`config.mk`:
```
export PLATFORM = sky130hd
export DESIGN_NAME = fetch_unit
export DESIGN_NICKNAME = d
export VERILOG_FILES = /design/src/rtl/fetch_pkg.sv /design/src/rtl/fetch_fifo.sv /design/src/rtl/fetch_unit.sv
export SDC_FILE = /design/constraint.sdc
export NUM_CORES = 1
export LEC_CHECK = 0
export CORE_MARGIN = 4
export CORE_UTILIZATION = 59
export CTS_CLUSTER_SIZE = 10
export DETAILED_ROUTE_END_ITERATION = 10
export HOLD_SLACK_MARGIN = 0.03
export PLACE_DENSITY = 0.95
export SYNTH_ARGS = -nofsm -noshare
export SYNTH_HDL_FRONTEND = slang
export SYNTH_SLANG_ARGS = --single-unit
```
`constraint.sdc`:
```
create_clock -name clk -period 9.3 [get_ports clk]
set_clock_uncertainty 0.1 [all_clocks]
set_input_delay 1.395 -clock clk [delete_from_list [all_inputs] [get_ports clk]]
set_output_delay 1.395 -clock clk [all_outputs]
set_load 0.05 [all_outputs]
```
`src/rtl/fetch_pkg.sv`:
```
// Shared types and constants for the instruction fetch stage.
package fetch_pkg;

    localparam int          XLEN      = 32;
    localparam logic [31:0] NOP_INSTR = 32'h0000_0013;
    localparam int          PC_INC    = 4;

    typedef struct packed {
        logic [31:0] pc;
        logic [31:0] instr;
    } fetch_entry_t;

endpackage

```
`src/rtl/fetch_fifo.sv`:
```
// Small synchronous FIFO with flush; used for in-flight PC tags and for
// fetched entries waiting for decode.
module fetch_fifo #(
    parameter int  DEPTH = 2,
    parameter type T     = logic [31:0]
) (
    input  logic                       clk,
    input  logic                       rst_n,
    input  logic                       push,
    input  T                           din,
    input  logic                       pop,
    input  logic                       flush,
    output T                           dout,
    output logic [$clog2(DEPTH+1)-1:0] count,
    output logic                       empty,
    output logic                       full
);

    localparam int AW = $clog2(DEPTH);
    localparam int CW = $clog2(DEPTH + 1);

    T              mem [DEPTH];
    logic [AW-1:0] rd_ptr;
    logic [AW-1:0] wr_ptr;
    logic [CW-1:0] cnt;
    logic          do_push;
    logic          do_pop;

    assign empty   = (cnt == '0);
    assign full    = (cnt == CW'(DEPTH));
    assign count   = cnt;
    assign dout    = mem[rd_ptr];
    assign do_push = push && !full;
    assign do_pop  = pop && !empty;

    // Pointers wrap naturally because DEPTH is a power of two.
    always_ff @(posedge clk or negedge rst_n) begin
        if (!rst_n) begin
            rd_ptr <= '0;
            wr_ptr <= '0;
            cnt    <= '0;
            for (int i = 0; i < DEPTH; i++) mem[i] <= '0;
        end else if (flush) begin
            rd_ptr <= '0;
            wr_ptr <= '0;
            cnt    <= '0;
        end else begin
            if (do_push) begin
                mem[wr_ptr] <= din;
                wr_ptr      <= wr_ptr + AW'(1);
            end
            if (do_pop) rd_ptr <= rd_ptr + AW'(1);
            case ({do_push, do_pop})
                2'b10:   cnt <= cnt + CW'(1);
                2'b01:   cnt <= cnt - CW'(1);
                default: ;
            endcase
        end
    end

endmodule

```
`src/rtl/fetch_unit.sv`:
```
// Instruction fetch: credit-limited word requests to imem, in-order
// responses tagged with their PC and buffered for decode; redirect flushes.
module fetch_unit #(
    parameter int              XLEN     = 32,
    parameter logic [XLEN-1:0] RESET_PC = '0,
    parameter int              DEPTH    = 2
) (
    input  logic            clk,
    input  logic            rst_n,
    output logic            imem_req_valid,
    output logic [XLEN-1:0] imem_req_addr,
    input  logic            imem_req_ready,
    input  logic            imem_rsp_valid,
    input  logic [XLEN-1:0] imem_rsp_data,
    input  logic            redirect_valid,
    input  logic [XLEN-1:0] redirect_pc,
    output logic            out_valid,
    output logic [XLEN-1:0] out_instr,
    output logic [XLEN-1:0] out_pc,
    input  logic            out_ready
);

    import fetch_pkg::*;

    localparam int CW = $clog2(DEPTH + 1);

    logic            started;
    logic [XLEN-1:0] pc;
    logic [XLEN-1:0] last_pc;
    logic [CW-1:0]   drop;
    logic [CW-1:0]   outstanding;
    logic [CW-1:0]   tag_count;
    logic [CW-1:0]   out_count;
    logic [XLEN-1:0] tag_pc;
    logic            tag_empty, tag_full;
    logic            out_empty, out_full;
    logic            req_fire, rsp_fire, keep_rsp;
    fetch_entry_t    push_entry, head;

    // Every in-flight fetch is either a stale one awaiting discard (drop)
    // or a live one with a tag, so outstanding needs no register of its own.
    assign outstanding = drop + tag_count;

    assign imem_req_valid = started && !redirect_valid
                            && ((32'(outstanding) + 32'(out_count)) < DEPTH);
    assign imem_req_addr  = pc;

    assign req_fire = imem_req_valid && imem_req_ready;
    assign rsp_fire = imem_rsp_valid && (drop != '0 || !tag_empty);
    assign keep_rsp = rsp_fire && !redirect_valid && (drop == '0);

    assign push_entry = '{pc: tag_pc, instr: imem_rsp_data};

    always_ff @(posedge clk or negedge rst_n) begin
        if (!rst_n) begin
            started <= 1'b0;
            pc      <= RESET_PC;
            drop    <= '0;
            last_pc <= RESET_PC;
        end else begin
            started <= 1'b1;
            if (!out_empty) last_pc <= head.pc;
            if (redirect_valid) begin
                pc   <= {redirect_pc[XLEN-1:2], 2'b00};
                drop <= rsp_fire ? outstanding - CW'(1) : outstanding;
            end else begin
                if (req_fire) pc <= pc + XLEN'(PC_INC);
                if (rsp_fire && drop != '0) drop <= drop - CW'(1);
            end
        end
    end

    fetch_fifo #(.DEPTH(DEPTH), .T(logic [XLEN-1:0])) u_tag_fifo (
        .clk   (clk),
        .rst_n (rst_n),
        .push  (req_fire && !tag_full),
        .din   (pc),
        .pop   (keep_rsp),
        .flush (redirect_valid),
        .dout  (tag_pc),
        .count (tag_count),
        .empty (tag_empty),
        .full  (tag_full)
    );

    fetch_fifo #(.DEPTH(DEPTH), .T(fetch_entry_t)) u_out_fifo (
        .clk   (clk),
        .rst_n (rst_n),
        .push  (keep_rsp && !out_full),
        .din   (push_entry),
        .pop   (out_ready),
        .flush (redirect_valid),
        .dout  (head),
        .count (out_count),
        .empty (out_empty),
        .full  (out_full)
    );

    assign out_valid = !out_empty;
    assign out_instr = out_empty ? NOP_INSTR : head.instr;
    assign out_pc    = out_empty ? last_pc : head.pc;

`ifndef SYNTHESIS
    a_rsp_needs_fetch: assert property (@(posedge clk) disable iff (!rst_n)
        imem_rsp_valid |-> (outstanding != '0));
`endif

endmodule

```
# Yosys cells after proc, flatten, opt, wreduce, memory -nomap -nowiden
# Index checks and enable logic that the tools add are counted.
# totals
input_bits	70
reg_bits	267
# op_classes
n_reduce_logical	35
n_addsub	13
n_eq_ne	6
n_mux	31
magnitude_cmp	7
bitwise_logic	5
# op_table
cell	n
32-bit two-way mux	8
64-bit two-way mux	4
128-bit bitwise mux	1
64-bit bitwise mux	1
64-bit demux with 1-bit select	1
32-bit by 3-bit adder with 32-bit output, second input constant	1
32-bit demux with 1-bit select	1
1-bit logical AND	15
2-bit nonzero test	7
2-bit two-way mux	5
2-bit == test, second input constant	4
2-bit greater-or-equal comparator, second input constant	4
1-bit two-way mux	8
1-bit inverter with 2-bit output	4
2-bit case mux with 2 select lines	2
2-bit by 1-bit subtractor with 2-bit output, second input constant	4
2-bit logical NOT	3
3-bit nonzero test	2
1-bit logical NOT	5
1-bit adder, second input constant	4
2-bit by 1-bit adder with 2-bit output, second input constant	2
2-bit by 1-bit == test with 1-bit output, second input constant	2
2-bit by 1-bit < comparator with 1-bit output, second input constant	2
2-bit AND reduction	2
other kinds (5)	5

# Depth between registers and ports, before layout
# Gate-level depths: netlist of run 1.
# logic_depth
word_depth	11
mapped_depth	12
mapped_depth_nobuf	10

# Hierarchy
# From an unflattened synthesis of run 1, not the netlist that was laid out.
# unflattened
cells_unflattened	922
hier_area_um2	12703.4
# by_module_without_submodules
mod	n_inst	cells_per_inst	area_per_inst_um2
fetch_fifo at u_out_fifo	1	364	5957.0
fetch_unit	1	363	3656.0
fetch_fifo at u_tag_fifo	1	195	3090.5

# Least setup slack after synthesis of run 1
# OpenSTA, ideal clock, no wires.
# synth_timing
path_type	flip-flop to output port
from	register u_out_fifo.rd_ptr
to	output port out_pc[10]
required_time_ns	7.805
setup_slack_ns	5.455
stages_incl_launch_ff	5
path_buffers	2
arrival_ns	2.350
path_cell_list	dfrtp_1 > clkbuf_1 > buf_1 > mux2i_1 > o21ai_0
# synth_between
elab_chain_cells	5
# synth_lines
element	line	source
start: declaration	fetch_fifo.sv:23	logic [AW-1:0] rd_ptr;
start signal: assignment	fetch_fifo.sv:52	if (do_pop) rd_ptr <= rd_ptr + AW'(1);
1-bit inverter with 2-bit output (not written as such)	fetch_fifo.sv:32	assign dout = mem[rd_ptr];
64-bit two-way mux (not written as such) (3 in series)	fetch_fifo.sv:32	
32-bit two-way mux	fetch_unit.sv:101	assign out_pc = out_empty ? last_pc : head.pc;
end: declaration	fetch_unit.sv:19	output logic [XLEN-1:0] out_pc,
# Every way passes these cells. The select of a mux whose other input is x is not followed.

# Worst setup path after layout of run 1
# layout_timing
from	register u_out_fifo.rd_ptr
to	output port out_pc[18]
# Same word-level chain as after synthesis.

==> out/results.tsv, run 1 <==
metric	value	unit
initial_core_util	60.8	%
post-route-period-util	52.1	%
cts-resized-gates	0	
worstSetupEndpointType	primary output	
io_pins	168	
synth_edf_count	0	
final_nets	1221	
drv_slew	0	
cts_buffers	29	
antenna_found_initial	0	
syn_inst	1007	
hold_class	reg2reg	
seq_area_frac_synth	55.6	%
wl	27.9	mm
stdcell_area	14100	um^2
layout_commonest_cell	dfrtp_1	
final_util	73.9	%
cts_root_buf	clkbuf_16	
pre_cts_slack	4.51	ns
clkLatencyLatePin	0.52	ns
antennaDiodeCount	0	
syn_area	11600	um^2
grt_pass1_wl	45.9	mm
port-buffer-count	163	
grt_max_degree	118	
tightest_slew	1.07	ns
vias	8424	
grt.met1_usage	34.2	%
fillers	1226	
max-cap-violations	0	
whs_path_depth	2	
drtIter0Drc	555	
hold_violations	0	
critPathLaunchType	register	
ff2ff_path_depth	10	
drtAntennaViolNets	0	
areaGrowthSynthToFinish	21.6	%
cp.arrival	3.35	ns
worst-setup-path-type	reg2out	
dp_hpwl	18.1	mm
p_per_area	228	nW/um^2
postCtsSetupBuffers	0	
post-place-cells	1376	
syn_area_per_cell	11.5	um^2
seq_area	6430	um^2
cts_sinks	257	
max_freq	207	MHz
cp.required	7.81	ns
fin_ws	4.46	ns
ir_worst_vdd	131	uV
critPathMaxFanout	35	
period_needed	4.84	ns
yosysWarningCount	0	
viasPerCell	5.98	
h-tree-depth	1	
layout_common_cells	dfrtp_1 (256), clkdlybuf4s50_1 (161), nand2_1 (109)	
placed_cell_area	13300	um^2
setup_tns	0	ns
drc	0	
track_usage	25.6	%
setup_viol	0	
rows	50	
rsz0062_at_grt	no	
drive_above_1_share	15.1	%
synth_ff_type	dfrtp_1	
dieArea	21900	um^2
gr-max-usage-layer	met2	
ys_async_sr_fraction	100	%
drtPass1Iterations	6	
grt-ovfl-total	0	
cts_tree	built	
wire_per_inst	19.8	um
grt_pass1_vias	8875	
postCtsHoldBufs	0	
maxSlewHeadroom	28.5	%
status	complete, no violations	
die_w	148	um
place.gp.congestion	0.867	
synth_seq_cells	257	
clkTransAtPathRegs	0.06	ns
instances_no_fill	1409	
p_leak	6.13	nW
core_area	19000	um^2
clk_path_buf_depth	3	
grtUsageMet2	42.4	%
synthDistinctLibCells	54	
multi_input_area	4790	um^2
use_met3	4.84	%
die_h	148	um
sequential cells by signal (all words and copies together), names as in the netlist:
signal	cells
u_out_fifo.mem	124
u_tag_fifo.mem	60
last_pc	32
imem_req_addr	30
drop	2
u_out_fifo.count	2
u_tag_fifo.count	2
started	1
u_out_fifo.rd_ptr	1
u_out_fifo.wr_ptr	1
u_tag_fifo.rd_ptr	1
u_tag_fifo.wr_ptr	1
Yosys cell counts, types with 7 or more instances:
library cell / number / area, um^2
a21oi_1: 42 / 210
nor2b_1: 9 / 56.3
nand4_1: 13 / 81.3
mux2_4: 30 / 450
nor2_1: 86 / 323
clkbuf_1: 47 / 176
nand3_1: 17 / 85.1
inv_1: 15 / 56.3
o211ai_1: 7 / 52.6
dfrtp_1: 257 / 6430
o311ai_0: 8 / 70.1
mux2_2: 94 / 1060
o21ai_0: 85 / 425
mux2i_1: 96 / 961
nand2_1: 109 / 409
buf_2: 9 / 45.0
final cells by class:
class / instances / area share (%)
Timing Repair Buffer: 174 / 12.2
Tap cell: 260 / 2.31
Multi-Input combinational cell: 670 / 34.1
Clock buffer: 33 / 5.27
Sequential cell: 257 / 45.8
Inverter: 15 / 0.400
through the flow:
step	hold slack (ns)	total power [mW]
5_1_grt	0.398	3.36
3_3_place_gp	0.360	2.20
3_5_place_dp	0.369	2.26
4_1_cts	0.381	3.21
2_1_floorplan	0.350	1.98
6_report	0.377	3.20
cell families after synthesis:
logic type	after synthesis	share of synthesized area [%]
compound gates	170	8.54
xor+xnor	8	0.606
fa+ha+maj	4	0.498
buf+inv	81	3.15
flops	257	55.6
mux	220	21.4
other cells	2	0.0650
simple gates	265	10.2
metal layers:
metal	wire [um]	part of all wire, %
met4	859	3.1
met2	13600	49
met5	0	0
met1	11500	41
met3	2020	7.2
report_power, final:
group          internal (mW)  switching [mW]
combinational          0.322           0.417
sequential              1.35           0.163
clock                  0.549           0.396
total                   2.22           0.977
path summary, 6_finish.rpt:
| check | startpoint | endpoint | slack (ns) |
|---|---|---|---|
| hold reg to reg | u_out_fifo.mem[34] | u_out_fifo.mem[34] | 0.38 |
| setup reg to reg | u_tag_fifo.count[0] | u_tag_fifo.mem[47] | 4.85 |
| max in group asynchronous | rst_n | u_out_fifo.mem[120] | 6.67 |
| hold / removal | u_out_fifo.mem[34] | u_out_fifo.mem[34] | 0.38 |
| min in group asynchronous | rst_n | u_out_fifo.mem[18] | 0.85 |
| setup / recovery | u_out_fifo.rd_ptr | out_pc[18] | 4.46 |
worst max-delay path, stage by stage (launching register included):
cell and delay, ns:
dfrtp_4 0.78, buf_4 0.63, mux2i_1 0.25, o21ai_0 0.29, clkdlybuf4s50_1 0.87
No activity file was read; power rests on OpenSTA's default activity.
==> run 2: changes to the inputs <==
--- a/config.mk
+++ b/config.mk
@@ -6,11 +6,11 @@
 export NUM_CORES = 1
 export LEC_CHECK = 0
 export CORE_MARGIN = 4
-export CORE_UTILIZATION = 59
+export CORE_UTILIZATION = 55
 export CTS_CLUSTER_SIZE = 10
 export DETAILED_ROUTE_END_ITERATION = 10
 export HOLD_SLACK_MARGIN = 0.03
-export PLACE_DENSITY = 0.95
+export PLACE_DENSITY = 0.91
 export SYNTH_ARGS = -nofsm -noshare
 export SYNTH_HDL_FRONTEND = slang
 export SYNTH_SLANG_ARGS = --single-unit
==> constraint.sdc (replaced) <==
create_clock -name clk -period 5.1 [get_ports clk]
set_clock_uncertainty 0.1 [all_clocks]
set_input_delay 0.765 -clock clk [delete_from_list [all_inputs] [get_ports clk]]
set_output_delay 0.765 -clock clk [all_outputs]
set_load 0.05 [all_outputs]
==> run 2 against run 1 <==
Clock power is 84% higher. Register-to-register slack worse by 3.3 ns. First-iteration DRC count is 26% higher. Sequential share of layout area down 0.18 points. Non-clock buffer count rose by 3. Hold slack lost 0.23 ns. Sequential power increased by 82%. Largest power group unchanged. Utilization fell by 4.8 points. Setup slack worse by 3.5 ns. Wire length shrank 0.42%. Critical endpoint is now out_pc[12]. Highest routed layer unchanged. Total power rose by 83%. Combinational power is 81% higher.
==> out/results.tsv, run 2 (same netlist as run 1, synthesis figures left out) <==
metric	value	unit
critPathLaunch	u_out_fifo.count[1]	
largest_reg_flops	124	
tightest_slew	1.10	ns
setup_viol	0	
io_pins	168	
grt-ovfl-total	0	
slowest_delay	0.89	ns
swShare	30.5	%
initial_core_util	56.6	%
clk_path_buf_depth	3	
postCtsHoldBufs	0	
die_w	153	um
cts-resized-gates	0	
hold_violations	0	
r2r_start	u_tag_fifo.count[0]	
critPathMaxFanout	39	
rsz0062_at_grt	no	
worstSetupEndpointType	primary output	
largest-register	u_out_fifo.mem	
final_nets	1224	
dieArea	23400	um^2
drtIter0Drc	702	
ff2ff_setup_slack	1.58	ns
port-buffer-count	163	
grt_pass1_vias	8706	
h-tree-depth	1	
viasPerCell	5.93	
vias	8439	
grt_max_degree	118	
drive_above_1_share	15.4	%
p_seq_share	47.3	%
max_freq	239	MHz
die_h	153	um
layout_common_cells	dfrtp_1 (256), clkdlybuf4s50_1 (161), nand2_1 (109)	
clkTransAtPathRegs	0.05	ns
cp.arrival	3.31	ns
drc	0	
areaGrowthSynthToFinish	22.1	%
pre_cts_slack	1.44	ns
ir_worst_vdd	297	uV
dp_hpwl	18.2	mm
wire_per_inst	19.5	um
wl	27.8	mm
place.gp.congestion	0.822	
rows	52	
crit_slowest_cell	clkdlybuf4s50_1	
cts_root_buf	clkbuf_16	
drtPass1Iterations	5	
track_usage	23.4	%
path_delay_family	buffers and inverters	
drtAntennaViolNets	0	
cp.required	4.24	ns
antennaDiodeCount	0	
largestRegisters	u_out_fifo.mem: 124 flops, u_tag_fifo.mem: 60 flops, last_pc: 32 flops	
max-cap-violations	0	
switchingPower	1.78	mW
antenna_found_initial	0	
status	complete, no violations	
drv_slew	0	
p_per_area	414	nW/um^2
clkLatencyLatePin	0.53	ns
fin_ws	0.923	ns
cts_sinks	257	
setup_tns	0	ns
p_clk_share	29.7	%
hold_class	in2async	
cp_num_buf_inv	2	
worst-setup-path-type	reg2out	
grt_pass1_wl	45.5	mm
postCtsSetupBuffers	0	
period_needed	4.18	ns
cts_tree	built	
p_comb_share	23.0	%
critPathLaunchType	register	
p_leak	6.16	nW
p_int	4.06	mW
layout_commonest_cell	dfrtp_1	
core_area	20400	um^2
maxSlewHeadroom	26.5	%
cts_buffers	29	
post-route-period-util	81.9	%
crit_chain	nor2_4, buf_4, nand2_1, o21ai_0, clkdlybuf4s50_1	
## run 2: cell count changes in the layout (fill, tap and decap cells not counted)
cell	change
inv_6	+1
buf_4	+2
buf_12	+1
## run 2: area by class of cell
type / count / area [um^2]
clock buffers: 33 / 741
repair buffers: 177 / 1750
fillers: 1412 / 6310
inverters: 15 / 56.3
well taps: 270 / 338
multi-input cells: 670 / 4790
clock inverters: 1 / 8.76
flip-flops and latches: 257 / 6430
## run 2: layer usage
metal / share of wire [%] / vias up / GRT usage (%) / routed length, um
met3: 7.4 / 59 / 5.00 / 2050
met5: 0 / - / 0 / 0
met1: 42 / 4231 / 31.4 / 11600
met4: 2.2 / 0 / 6.79 / 600
li1: - / 3805 / - / -
met2: 49 / 344 / 38.8 / 13600
## run 2: power by group through the flow
stage,Sequential (mW),Clock [mW],Combinational (mW)
4_1_cts,2.75,1.77,1.35
3_3_place_gp,2.74,0,1.28
2_1_floorplan,2.77,0,0.841
5_1_grt,2.80,1.86,1.47
3_5_place_dp,2.78,0,1.34
6_report,2.76,1.74,1.34
## run 2: metrics by stage
stage          power, mW  cells  area, um^2  hold WS, ns  utilization (%)
6_report            5.84   1423       14100        0.149             69.1
5_1_grt             6.13   1423       14100        0.213             69.1
4_1_cts             5.88   1423       14100        0.177             69.1
2_1_floorplan       3.61   1008       11600        0.350                -
3_3_place_gp        4.02   1389       13400        0.360             65.4
3_5_place_dp        4.12   1389       13400        0.370             65.4
## run 2: worst paths after layout
path                                            to  depth (start not counted)
worst max-delay path                    out_pc[12]                          5
worst min-delay path            u_out_fifo.mem[18]                          1
worst max register to register    imem_req_addr[9]                         10
worst min register to register  u_out_fifo.mem[35]                          2
max in group asynchronous       u_tag_fifo.mem[23]                          2
min in group clk                u_out_fifo.mem[35]                          2
## run 2: worst register-to-register path, stage by stage, from the launching register on
cell and delay (ns):
dfrtp_1 0.46, ha_1 0.23, xor2_1 0.17, xnor2_1 0.30, fa_1 0.47, nand4b_1 0.16, nor2_1 0.06, buf_4 0.19
nor2_1 0.84, o21ai_0 0.30, o211ai_1 0.16
==> run 3: changes to the inputs <==
--- a/config.mk
+++ b/config.mk
@@ -6,11 +6,11 @@
 export NUM_CORES = 1
 export LEC_CHECK = 0
 export CORE_MARGIN = 4
-export CORE_UTILIZATION = 55
+export CORE_UTILIZATION = 49
 export CTS_CLUSTER_SIZE = 10
 export DETAILED_ROUTE_END_ITERATION = 10
 export HOLD_SLACK_MARGIN = 0.03
-export PLACE_DENSITY = 0.91
+export PLACE_DENSITY = 0.86
 export SYNTH_ARGS = -nofsm -noshare
 export SYNTH_HDL_FRONTEND = slang
 export SYNTH_SLANG_ARGS = --single-unit
==> constraint.sdc (replaced) <==
create_clock -name clk -period 3.4 [get_ports clk]
set_clock_uncertainty 0.1 [all_clocks]
set_input_delay 0.51 -clock clk [delete_from_list [all_inputs] [get_ports clk]]
set_output_delay 0.51 -clock clk [all_outputs]
set_load 0.05 [all_outputs]
==> run 3 against run 2 <==
Critical path depth fell by 1. Combinational power rose by 52%. Clock-buffer cell count rose by 4. Sequential share of layout area fell by 0.86 points. Critical path type unchanged.
==> out/results.tsv, run 3 (same netlist as run 1, synthesis figures left out) <==
metric	value	unit
p_per_area	624	nW/um^2
drtAntennaViolNets	0	
hold_violations	0	
cts_sinks	257	
clkTransAtPathRegs	0.06	ns
p_clk_share	31.2	%
crit_slowest_cell	clkdlybuf4s50_1	
slowest_delay	0.86	ns
place.gp.congestion	0.853	
initial_core_util	50.5	%
p_seq_share	46.1	%
worst-setup-path-type	reg2out	
swShare	30.5	%
cp.arrival	2.70	ns
antenna_found_initial	0	
largest_reg_flops	124	
ir_worst_vdd	402	uV
cts_tree	built	
crit_chain	buf_4, mux2i_1, nor2_1, clkdlybuf4s50_1	
wire_per_inst	19.1	um
instances_no_fill	1484	
grt-ovfl-total	0	
period_needed	3.31	ns
post-route-period-util	97.4	%
critPathLaunchType	register	
grt_max_degree	109	
wl	28.3	mm
path_delay_family	buffers and inverters	
cp_num_buf_inv	2	
fin_ws	0.0870	ns
drtIter0Drc	434	
clkLatencyLatePin	0.55	ns
setup_tns	0	ns
final_nets	1238	
rsz0062_at_grt	yes	
drtPass1Iterations	5	
cts_root_buf	clkbuf_16	
die_w	162	um
dp_hpwl	18.7	mm
placed_cell_area	13500	um^2
maxSlewHeadroom	44.1	%
max_freq	302	MHz
layout_common_cells	dfrtp_1 (256), clkdlybuf4s50_1 (139), nand2_1 (109)	
ff2ff_setup_slack	0.28	ns
p_int	6.24	mW
die_h	162	um
power	8.98	mW
worstSetupEndpointType	primary output	
io_pins	168	
critPathMaxFanout	21	
clk_path_buf_depth	3	
drive_above_1_share	18.3	%
grt_pass1_vias	8731	
core_area	22900	um^2
largestRegisters	u_out_fifo.mem: 124 flops, u_tag_fifo.mem: 60 flops, last_pc: 32 flops	
stdcell_area	14400	um^2
post-place-cells	1444	
dieArea	26100	um^2
h-tree-depth	1	
track_usage	21.6	%
port-buffer-count	163	
rows	55	
pre_cts_slack	0.129	ns
drc	0	
grt_pass1_wl	46.2	mm
vias	8413	
status	complete, no violations	
cp.required	2.79	ns
areaGrowthSynthToFinish	24.4	%
p_comb_share	22.7	%
tightest_slew	0.838	ns
largest-register	u_out_fifo.mem	
p_leak	6.40	nW
antennaDiodeCount	0	
hold_class	reg2reg	
max-cap-violations	0	
layout_commonest_cell	dfrtp_1	
setup_viol	0	
viasPerCell	5.67	
cts_buffers	30	
drv_slew	0	
switchingPower	2.74	mW
run 3: cell types whose count changed in the layout (fill, tap and decap cells not counted):
cell / delta
buf_4: +25
clkdlybuf4s50_1: -22
buf_12: +5
clkbuf_8: +4
dlymetal6s2s_1: +4
clkbuf_1: -1
clkbuf_16: +1
clkinv_2: +1
clkinv_8: +1
dlygate4sd3_1: +1
inv_6: -1
nor2_1: -1
nor2_2: +1
run 3: path summary, 6_finish.rpt:
kind                            cells past startpoint          startpoint                   to
max in group asynchronous                           3               rst_n  u_out_fifo.mem[124]
worst max register to register                      9             drop[0]    imem_req_addr[25]
worst max-delay path                                4   u_out_fifo.rd_ptr        out_instr[29]
worst min register to register                      2  u_out_fifo.mem[59]   u_out_fifo.mem[59]
worst min-delay path                                2  u_out_fifo.mem[59]   u_out_fifo.mem[59]
min in group asynchronous                           2               rst_n   u_out_fifo.mem[15]
run 3: what timing repair did:
item                                    in CTS  in global routing
hold buffers                                 1                  0
buffers inserted                             0                  0
resized for setup                            0                  5
endpoints found under the setup margin       0                 22
hold endpoints to repair                   102                  0
run 3: area by class of cell:
type	instances	area, um^2
fill	1719	8530
sequential	257	6430
multi-input combinational	670	4790
timing repair buffer	190	1880
clock buffer	37	817
tap	313	392
inverter	15	56.3
clock inverter	2	21.3
run 3: power by group through the flow:
stage / clock (mW) / combinational [mW] / sequential, mW
final: 2.80 / 2.04 / 4.14
after global routing: 2.98 / 2.23 / 4.21
after CTS: 2.85 / 2.06 / 4.13
after detailed placement: 0 / 2.02 / 4.16
after global placement: 0 / 1.94 / 4.10
after floorplan: 0 / 1.26 / 4.16
run 3: through the flow:
step / util, % / hold WS (ns)
floorplan: - / 0.114
global placement: 59.0 / 0.360
detailed placement: 59.0 / 0.370
CTS: 62.7 / 0.382
global route: 62.8 / 0.398
finish: 62.8 / 0.380
run 3: per-layer routing:
layer	up-vias	part of all wire, %	global-route usage, %
met5	-	0	0
met4	0	1.9	5.54
met3	41	5.7	3.42
met2	290	48	35.8
met1	4231	44	30.0
li1	3851	-	-
run 3: tightest hold or removal path: cells and delay by family, from the launching register on:
kind,cells,cell delay [ns]
AND/OR/NAND/NOR,1,0.05
AO/OA/AOI/OAI,1,0.06
flip-flops,1,0.34
